## src/rtl/round_robin_arbiter_pkg.sv

```systemverilog
// round_robin_arbiter_pkg: FSM state encodings, default hold limit and the rotating-priority pick function
package round_robin_arbiter_pkg;
  typedef enum logic [1:0] {IDLE = 2'd0, BUSY = 2'd1, GAP = 2'd2} state_t;
  localparam int HOLD_MAX_DEFAULT = 16;
  function automatic logic [1:0] rr_pick(input logic [3:0] req, input logic [1:0] ptr);
    logic [1:0] idx;
    rr_pick = ptr;
    for (int k = 3; k >= 0; k--) begin
      idx = ptr + 2'(k);
      if (req[idx]) rr_pick = idx;
    end
  endfunction
endpackage

```

## src/rtl/round_robin_arbiter_mux.sv

```systemverilog
// Mux4a1: 4-to-1 data multiplexer; selector picks one of in0..in3 onto out
module Mux4a1 #(
  parameter int WIDTH = 8
) (
  input  logic [1:0]       selector,
  input  logic [WIDTH-1:0] in0,
  input  logic [WIDTH-1:0] in1,
  input  logic [WIDTH-1:0] in2,
  input  logic [WIDTH-1:0] in3,
  output logic [WIDTH-1:0] out
);
  always_comb out = selector[1] ? (selector[0] ? in3 : in2) : (selector[0] ? in1 : in0);
endmodule

```

## src/rtl/round_robin_arbiter.sv

```systemverilog
// round_robin_arbiter: 4-way round-robin arbiter with hold limit; Clock/Reset_n, Request[3:0], Input0..3 in; Grant, Selector, Output, Valid out
module round_robin_arbiter
  import round_robin_arbiter_pkg::*;
#(
  parameter int WIDTH    = 8,
  parameter int HOLD_MAX = HOLD_MAX_DEFAULT
) (
  input  logic             Clock,
  input  logic             Reset_n,
  input  logic [3:0]       Request,
  input  logic [WIDTH-1:0] Input0,
  input  logic [WIDTH-1:0] Input1,
  input  logic [WIDTH-1:0] Input2,
  input  logic [WIDTH-1:0] Input3,
  output logic [3:0]       Grant,
  output logic [1:0]       Selector,
  output logic [WIDTH-1:0] Output,
  output logic             Valid
);
  state_t state, state_nx;
  logic [3:0] grant_nx;
  logic [1:0] sel_nx, ptr, ptr_nx, win;
  logic [7:0] count, count_nx;
  logic at_max, drop;
  assign win    = rr_pick(Request, ptr);
  assign at_max = count == 8'(HOLD_MAX);
  assign drop   = !Request[Selector] || (at_max && |(Request & ~Grant));
  assign Valid  = |Grant;
  always_comb begin
    state_nx = state;
    grant_nx = Grant;
    sel_nx   = Selector;
    ptr_nx   = ptr;
    count_nx = count;
    if (state == BUSY) begin
      state_nx = drop ? GAP : BUSY;
      grant_nx = drop ? 4'b0 : Grant;
      ptr_nx   = drop ? Selector + 2'd1 : ptr;
      count_nx = drop ? 8'd0 : (at_max ? 8'd1 : count + 8'd1);
    end else if (|Request) begin
      state_nx = BUSY;
      grant_nx = 4'b1 << win;
      sel_nx   = win;
      count_nx = 8'd1;
    end else begin
      state_nx = IDLE;
    end
  end
  always_ff @(posedge Clock or negedge Reset_n) begin
    if (!Reset_n) begin
      state    <= IDLE;
      Grant    <= 4'b0;
      Selector <= 2'd0;
      ptr      <= 2'd0;
      count    <= 8'd0;
    end else begin
      state    <= state_nx;
      Grant    <= grant_nx;
      Selector <= sel_nx;
      ptr      <= ptr_nx;
      count    <= count_nx;
    end
  end
  Mux4a1 #(.WIDTH(WIDTH)) u_mux (
    .selector(Selector),
    .in0(Input0),
    .in1(Input1),
    .in2(Input2),
    .in3(Input3),
    .out(Output)
  );
endmodule

```

## config.mk

```make
export PLATFORM = sky130hd
export DESIGN_NAME = round_robin_arbiter
export DESIGN_NICKNAME = d
export VERILOG_FILES = /design/src/rtl/round_robin_arbiter_pkg.sv /design/src/rtl/round_robin_arbiter_mux.sv /design/src/rtl/round_robin_arbiter.sv
export SDC_FILE = /design/constraint.sdc
export NUM_CORES = 1
export LEC_CHECK = 0
export CORE_MARGIN = 3
export CORE_UTILIZATION = 40
export CTS_BUF_LIST = sky130_fd_sc_hd__clkbuf_8 sky130_fd_sc_hd__clkbuf_16
export DETAILED_ROUTE_END_ITERATION = 8
export HOLD_SLACK_MARGIN = 0.05
export MAX_ROUTING_LAYER = met4
export PLACE_DENSITY = 0.76
export SETUP_SLACK_MARGIN = 0.2
export SLEW_MARGIN = 40
export SYNTH_ARGS = -nofsm -noshare
export SYNTH_HDL_FRONTEND = slang
export SYNTH_HIERARCHICAL = 1
export SYNTH_SLANG_ARGS = --single-unit
```

## constraint.sdc

```tcl
create_clock -name Clock -period 2 [get_ports Clock]
set_input_delay 0.3 -clock Clock [delete_from_list [all_inputs] [get_ports Clock]]
set_output_delay 0.3 -clock Clock [all_outputs]
set_load 0.05 [all_outputs]
```

==> run metrics <==
Crit path depth 3; CTS Buffer Depth 2; Final Slew Violations 0; max-cap violations 0; grt ovf 0; Core ar. about 2900 um^2; Root Driver clkbuf_8; clock sink total 18; R2R Path Start count[2]; dpl hpwl approximately 2.8 mm; leakage power total 0.837 nW; most frequent cell after synthesis dfrtp_1; TritonCTS clock tree done; Critical Path RT approximately 1.7 ns; global placement routability congestion around 0.8; most frequent cells after synthesis dfrtp_1, nand2_1, mux4_2; cell area after layout 1950 um^2; peak supply drop 0.933 mV; r2r setup slk slightly below 0.3 ns; clock-pin slew on the worst setup and hold paths 0.06 ns; critical path data arrival time approximately 1.5 ns; FILL cells ~220; vias in the first global route 1181; final worst slack 0.235 ns; Final ANT Viol Nets 0; YS warnings 6; Die Height approximately 62 um; largest cells by area after synthesis dfrtp_1, mux4_2, nand2_1, buf_6, a21oi_1; Slew @ Worst Pin 0.520 ns; Startpoint Class flop; CTS Hold Buffers Added 0; crit path to Output[2]; ant diodes 0; chip width 61.9 um; f_max 0.567 GHz; Sequential Area 453 um^2; H-tree Lvls 1; RSZ-0062 raised after global routing true; Seq cells post-synth 18; I/O Buffers 52; Iteration-0 DRC Markers 32; Syn Nets 153; Post-Route WL 3.50 mm; worst slack, placed -0.00946 ns; CP Max Fanout 9; worst-case reg-to-reg path depth 5; first drt pass iteration count 4; predominant post-synthesis flop cell dfrtp_1; fin crit share ~90%; residual DRC count 0; EDFF count, synth 0; Pwr Density 1460 nW/um^2; CP Capture Type output port; Clock Latency Late Sink 0.25 ns; # IOs 53; Worst Setup SP Selector[0]; CP cell instances buf_12, mux4_2, buf_6; shortest period the worst path allows 1.76 ns; vias between 1000 and 1500; placed cell area roughly 1800 um^2; worst rel slew slack between 60 and 70%; Mapped Cells roughly 110; final hold violation count 0; Initial Util between 40% and 50%; worst-path cell with the longest stage delay mux4_2; final worst clock skew ~0.003 ns; site row count 19; Die ar. between 3000 and 4000 um^2; share of layout cells above drive strength 1 between 20% and 30%; Crit Path Class reg -> out; first-pass GRT wire length 5.14 mm; Final setup viols 0; via-per-instance ratio ~5.5; Cell variety after synth 40; pin count of the biggest net entering global routing 19; initial antenna violation count 0; final layout net count 218; number of buffers created by CTS 3; Seq/Total Area, Yosys between 30 and 40%; Syn-to-layout area delta 55.9%; Post-synth ARST share between 90% and 100%; share of the synthesized area in the top cell type between 30% and 40%; Critical R2R Capture ptr[0]; cell family with most CP delay multiplexers; Tot GR Track Use a little under a fifth; largest stage delay on the critical path about 0.52 ns; Hold Crit Class in -> async; largest area contributor in the netlist dfrtp_1; footprint of the multi-input gates 751 um^2; Syn Std Cell Area approximately 1200 um^2; CP Buf/Inv Count 2; syn_area_per_cell ~11 um^2; DR WL/cell 16.1 um; status finished clean
==> metrics by stage <==
stage | hold slack (ns) | total power, mW | instances | setup TNS (ns) | util (%)
3_3_place_gp | 0.476 | 2.42 | 213 | 0 | 63.8
3_5_place_dp | 0.482 | 2.47 | 213 | -0.0177 | 63.8
4_1_cts | 0.375 | 2.77 | 217 | 0 | 65.9
2_1_floorplan | 0.00441 | 1.94 | 113 | 0 | -
5_1_grt | 0.388 | 3.01 | 218 | 0 | 67.7
6_report | 0.366 | 2.84 | 218 | 0 | 67.7
==> cells by family (layout without fill, tap and decap cells) <==
family,Yosys count,count (layout),synth area share (%)
adder cells (fa/ha/maj),2,2,2.00
flip-flops,18,18,36.0
buffers and inverters,9,72,4.60
AO/OA/AOI/OAI,30,30,18.4
AND/OR/NAND/NOR,42,42,20.0
XOR/XNOR,1,1,0.701
multiplexers,11,11,18.2
==> final cells by class <==
| cell class | instances | share of cell area (%) |
|---|---|---|
| clock buffers | 3 | 2.12 |
| multi-input cells | 86 | 38.5 |
| inverters | 5 | 0.963 |
| well taps | 42 | 2.70 |
| flip-flops and latches | 18 | 23.2 |
| repair buffers | 64 | 32.4 |
==> worst min-delay path by stage <==
stage / endpoint / slack (ns) / depth (start not counted)
after floorplan: Grant[0] / 0.004 / 0
after detailed placement: count[7] / 0.48 / 1
after global routing: count[7] / 0.39 / 2
final: count[7] / 0.37 / 2
after global placement: count[7] / 0.48 / 1
after CTS: count[7] / 0.37 / 2
==> repair_timing <==
| item | in CTS | in global routing |
|---|---|---|
| setup buffers | 1 | 1 |
| resized for setup | 4 | 12 |
| endpoints found under the setup margin | 9 | 16 |
==> report_power, final <==
part           internal [mW]  total (mW)  switching [mW]
clock network          0.134       0.246           0.112
logic                  0.846        1.98            1.13
registers              0.480       0.615           0.135
==> layer usage <==
metal	up-vias	share of wire (%)	track usage [%]
met5	-	0	-
li1	564	-	-
met4	0	0.97	4.24
met1	569	37	21.1
met2	54	53	33.5
met3	6	8.7	4.13
==> worst reg2reg max path: cells and delay by family, from the launching register on <==
family           cells  cell delay (ns)
AO/OA/AOI/OAI        1             0.19
flip-flops           1             0.45
multiplexers         1             0.29
AND/OR/NAND/NOR      3             0.67
==> flip-flops by register name (all words and copies together) (netlist names) <==
name      count
Selector      2
state         2
Grant         4
count         8
ptr           2
==> cell usage in the layout, fill, tap and decap left out, types with 2 or more instances in the layout <==
master,count
ha_1,2
nand2_1,11
o21ai_2,2
a21oi_1,6
clkbuf_8,3
buf_4,14
and2b_1,2
nor2b_1,4
o211ai_1,3
buf_6,8
a41oi_1,2
o2bb2ai_1,2
and3_1,2
nand2b_1,2
inv_1,5
dlymetal6s2s_1,3
mux4_2,9
a31oi_1,4
nand3_1,6
dfrtp_2,2
nor2_1,5
clkdlybuf4s50_1,37
dfrtp_1,16
o21ai_0,3
nand3b_1,2
Note: power is estimated with default switching activity, not from simulation.
==> edit 1, RTL diff (same flow settings) <==
Reset style: synchronous (`Reset_n`), changed in one clocked block.
--- a/src/rtl/round_robin_arbiter.sv
+++ b/src/rtl/round_robin_arbiter.sv
@@ -47,5 +47,5 @@
     end
   end
-  always_ff @(posedge Clock or negedge Reset_n) begin
+  always_ff @(posedge Clock) begin
     if (!Reset_n) begin
       state    <= IDLE;
Function: differs if Reset_n is asserted again (counterexample within 4 cycles, from zero or initial values and one cycle with Reset_n low); with Reset_n held inactive, the same outputs for 10 cycles.
==> edit 1 against the original RTL <==
Sequential cell count is the same. Setup slack got worse by 0.061 ns. Die area decreased by 1.6%. Synthesized area decreased by 1.8%. Via count increased by 4.8%. Routed wire length is 5.7% higher. Design area unchanged. Final cell count grew 3.7%. Critical path type is now input port to flip-flop. Highest routed layer unchanged.
Power is not compared: it rests on default switching activity, and its combinational part moved more than twofold at a synthesized area within 25%.
==> edit 1: results (changes against the original RTL) <==
| Metric | Value |
|---|---|
| Mux cell area share after synthesis | 18.1% (-0.073 points) |
| Buffer share of cell area | 34.2% (+1.7 points) |
| Syn nets | 171 (+12%) |
| Final Non-Filler Cells | 226 (+3.7%) |
| DP Area | 1820 sq um (-0.68%) |
| Pre-CTS setup slack | -0.0321 ns (-0.0226 ns) |
| Ranking of synthesized cells by area | dfxtp_1 29%, mux4_2 17%, nand2_1 4.9% |
| Mapped Cells | 131 (+16%) |
| Total gr overflow | 0 (unchanged) |
| Layout cell share with drive strength beyond 1 | 24.6% (-2.1 points) |
| Biggest area consumer among synthesized cells | dfxtp_1 |
| RD Place Congestion | 0.805 (+2.4%) |
| # clk buffers | 4 (+1) |
| Global-route wire length before repair | 5330 um (+3.6%) |
| Seq/total area | 18.8% (-4.4 points) |
| Family with the most delay on the worst path | simple AND/OR/NAND/NOR gates |
| Logic inverters | 4 (-1) |
| Via density | 5.53 (+1.1%) |
| Largest net degree at the start of global routing | 17 (-2) |
| Die width | 61.4 um (-0.82%) |
| Post-synthesis adder-cell area fraction | 2.04% (+0.037 points) |
| Number of instances in the placed design | 220 (+3.3%) |
| Register area share after synthesis | 29.4% (-6.7 points) |
| Routed length per instance | 16.4 um (+2.0%) |
| Synth cell types | 43 (+7.5%) |
| Clock-cell share of area | 2.83% (+0.71 points) |
| Postcts setup bufs | 2 (+1) |
| Post-layout net count | 236 (+8.3%) |
| Synth top cells by count | 18 x dfxtp_1, 16 x nand2_1, 9 x mux4_2 |
| CP arrival | 2.02 ns (+0.56 ns) |
| Repair and plain buffers | 68 (+6.3%) |
| #MultiIn Comb | 101 (+17%) |
| HPWL after DPL | 2770 um (+0.35%) |
| Clock skew | 0.00191 ns (-0.00109 ns) |
| Relative slew slack | 65.9% (+0.62 points) |
| First DRT Iteration DRCs | 48 (+50%) |
| Crit-path slowest cell | clkdlybuf4s50_1 |
| Ys async rst share | 0% (-100 points) |
| Multi-input combinational area share | 41.4% (+2.9 points) |
| CP max FO | 7 (-2) |
| XOR/XNOR share of the synthesized area | 1.43% (+0.73 points) |
| Synth Area in Compound Gates | 17.0% (-1.4 points) |
| Tightest Hold Check Type | flip-flop to flip-flop |
| Status | finished clean |
| CP peak stage delay | 0.53 ns |
| PostCTS Resize Cnt | 5 (+1) |
-- edit 1: path summary, 6_finish.rpt --
kind,slack [ns],to,from,cells after the start
hold reg to reg,0.49,count[6],count[6],1
setup reg to reg,0.19,count[7],Selector[0],6
setup / recovery,0.17,count[7],Request[1],6
hold / removal,0.49,count[6],count[6],1
-- edit 1: where the power goes --
group	total (mW)	internal (mW)	leakage, nW	switching (mW)
Combinational	0.578	0.277	0.651	0.301
Clock	0.293	0.175	0.0288	0.119
Sequential	0.412	0.384	0.148	0.0278
Total	1.28	0.836	0.828	0.448
-- edit 1: routing by layer --
metal | GRT usage, % | wire length (um) | vias up | part of all wire [%]
met5 | - | 0 | - | 0
met4 | 5.15 | 8 | 0 | 0.22
met3 | 3.98 | 326 | 2 | 8.8
met2 | 30.7 | 1750 | 48 | 47
met1 | 25.8 | 1620 | 581 | 44
li1 | - | - | 619 | -
==> edit 2, RTL diff (config.mk and constraints unchanged) <==
Without the edit above. `WIDTH` is set to 8 in 2 places; all go to 6.
--- a/src/rtl/round_robin_arbiter_mux.sv
+++ b/src/rtl/round_robin_arbiter_mux.sv
@@ -1,5 +1,5 @@
 // Mux4a1: 4-to-1 data multiplexer; selector picks one of in0..in3 onto out
 module Mux4a1 #(
-  parameter int WIDTH = 8
+  parameter int WIDTH = 6
 ) (
   input  logic [1:0]       selector,
--- a/src/rtl/round_robin_arbiter.sv
+++ b/src/rtl/round_robin_arbiter.sv
@@ -3,5 +3,5 @@
   import round_robin_arbiter_pkg::*;
 #(
-  parameter int WIDTH    = 8,
+  parameter int WIDTH    = 6,
   parameter int HOLD_MAX = HOLD_MAX_DEFAULT
 ) (
Ports: changed (5 resized); port bits go from 53 to 43. No check against the original RTL was run, so the function may have changed too.
==> edit 2 against the original RTL <==
Setup slack got worse by 0.031 ns. Sequential cell count did not move. Non-clock buffer count fell by 9. Count of clock-buffer cells in the layout rose by 1. Clock power rose by 23%. Design area fell by 7.0%. Largest cell class unchanged. Total power fell by 4.6%. Synthesized area fell by 4.0%. Clock skew fell by 0.0014 ns. Routed wire length fell by 1.7%. Critical endpoint is now Output[3].
==> edit 2: results (changes against the original RTL) <==
| Metric | Value |
|---|---|
| Status | finished clean |
| Family with the most delay on the worst path | multiplexers |
| Crit-path slowest cell | mux4_2 |
| Mux cell area share after synthesis | 15.2% (-3.0 points) |
| Regs by FF count | count (8), Grant (4) |
| Top FF cell, synth | dfrtp_1 |
| CP max FO | 8 (-1) |
| Largest net degree at the start of global routing | 19 (unchanged) |
| Layout fillers | 226 (+0.89%) |
| Synthesized flop and latch total | 18 (unchanged) |
| Register area share after synthesis | 37.5% (+1.5 points) |
| Worst-path clk slew | 0.07 ns |
| Worst slew pin tran | 0.525 ns (+0.00502 ns) |
| Clock skew | 0.00162 ns (-0.00138 ns) |
| Post-synth EDFFs | 0 (unchanged) |
| RD Place Congestion | 0.764 (-2.8%) |
| Peak VDD IR | 1.54 mV (+65%) |
| Initial antenna violation count | 0 (unchanged) |
| Via density | 5.71 (+4.4%) |
| Root Buffer | clkbuf_8 |
| Maximum level of the CTS H-tree | 1 (unchanged) |
| Ranking of synthesized cells by area | dfrtp_1 38%, mux4_2 13%, nand2_1 3.4% |
| Worst-skew pair later-pin latency | 0.26 ns |
| Vias in the first global route | 1113 (-5.8%) |
| Pre-antenna DRT Iters | 4 (unchanged) |
| Pre-CTS setup slack | -0.0175 ns (-0.00806 ns) |
| Routed length per instance | 17.5 um (+8.7%) |
| Tightest Hold Check Type | input port to asynchronous set/reset pin |
| N_diodes | 0 (unchanged) |
| XOR/XNOR share of the synthesized area | 0.730% (+0.029 points) |
| Routed WL | 3440 um (-1.7%) |
| CP Data Required Time | 1.70 ns (about the same) |
| HPWL after DPL | 2650 um (-4.0%) |
| GRT Util Overall | 19.8% (+1.1 points) |
| Post-layout net count | 199 (-8.7%) |
| Post-synthesis adder-cell area fraction | 2.09% (+0.084 points) |
| Layout cell share with drive strength beyond 1 | 27.1% (+0.40 points) |
| Syn avg cell area | 10.9 sq um (-1.4%) |
| Setup TNS | 0 ns (unchanged) |
| Synth cell types | 39 (-2.5%) |
| Buffers on Ports | 42 (-19%) |
| Global-route wire length before repair | 5130 um (-0.27%) |
| Ys async rst share | 100% (unchanged) |
| Clock buffer count from CTS | 3 (unchanged) |
| CTS Buffer Depth | 2 (unchanged) |
| DP Area | 1680 sq um (-8.2%) |
| CP peak stage delay | 0.54 ns (+0.02 ns) |
| Leak | 0.788 nW (-5.8%) |
| Yosys warns | 6 (unchanged) |
| Synth top cells by count | 18 x dfrtp_1, 11 x nand2_1, 7 x mux4_2 |
| First DRT Iteration DRCs | 34 (+6.3%) |
| Number of instances in the placed design | 190 (-11%) |
| Synth Area in Compound Gates | 19.2% (+0.77 points) |
| Syn nets | 142 (-7.2%) |
## edit 2: changes by cell type after synthesis
cell and delta:
clkbuf_2 -1, mux4_2 -2
## edit 2: path summary, 6_finish.rpt
check	end	slack, ns	depth (start not counted)	from
max in group asynchronous	Selector[1]	1.43	2	Reset_n
min in group Clock	count[7]	0.49	1	count[7]
max	Output[3]	0.20	3	Selector[0]
min	ptr[1]	0.37	2	Reset_n
min reg2reg	count[7]	0.49	1	count[7]
max reg2reg	ptr[0]	0.30	5	Selector[0]
## edit 2: timing repair
action	4_1_cts	5_1_grt
hold buffers	0	0
setup buffers	1	2
endpoints found under the setup margin	9	13
resized for setup	7	10
endpoints found under the hold margin	0	0
## edit 2: cell type report
type | instances | area (sq um) | share of cell area [%]
inverters | 5 | 18.8 | 1.04
clock buffers | 4 | 55.1 | 3.04
well taps | 31 | 38.8 | 2.14
multi-input cells | 84 | 704 | 38.9
repair buffers | 55 | 541 | 29.8
flip-flops and latches | 18 | 454 | 25.1
## edit 2: cells by family after synthesis
family                   Yosys count
multiplexers                       9
flip-flops                        18
XOR/XNOR                           1
adder cells (fa/ha/maj)            2
AO/OA/AOI/OAI                     30
buffers and inverters              8
AND/OR/NAND/NOR                   42
## edit 2: power breakdown
group / internal (mW) / total, mW / switching, mW / leakage [nW]
registers: 0.482 / 0.633 / 0.151 / 0.226
logic: 0.765 / 1.77 / 1.01 / 0.533
clock network: 0.175 / 0.303 / 0.128 / 0.0288
total: 1.42 / 2.71 / 1.29 / 0.788
## edit 2: layer usage
metal | vias to the layer above | track usage, % | share of wire, %
met5 | - | - | 0
li1 | 534 | - | -
met1 | 540 | 20.5 | 38
met2 | 47 | 37.6 | 52
met3 | 4 | 3.62 | 8.6
met4 | 0 | 5.57 | 0.76
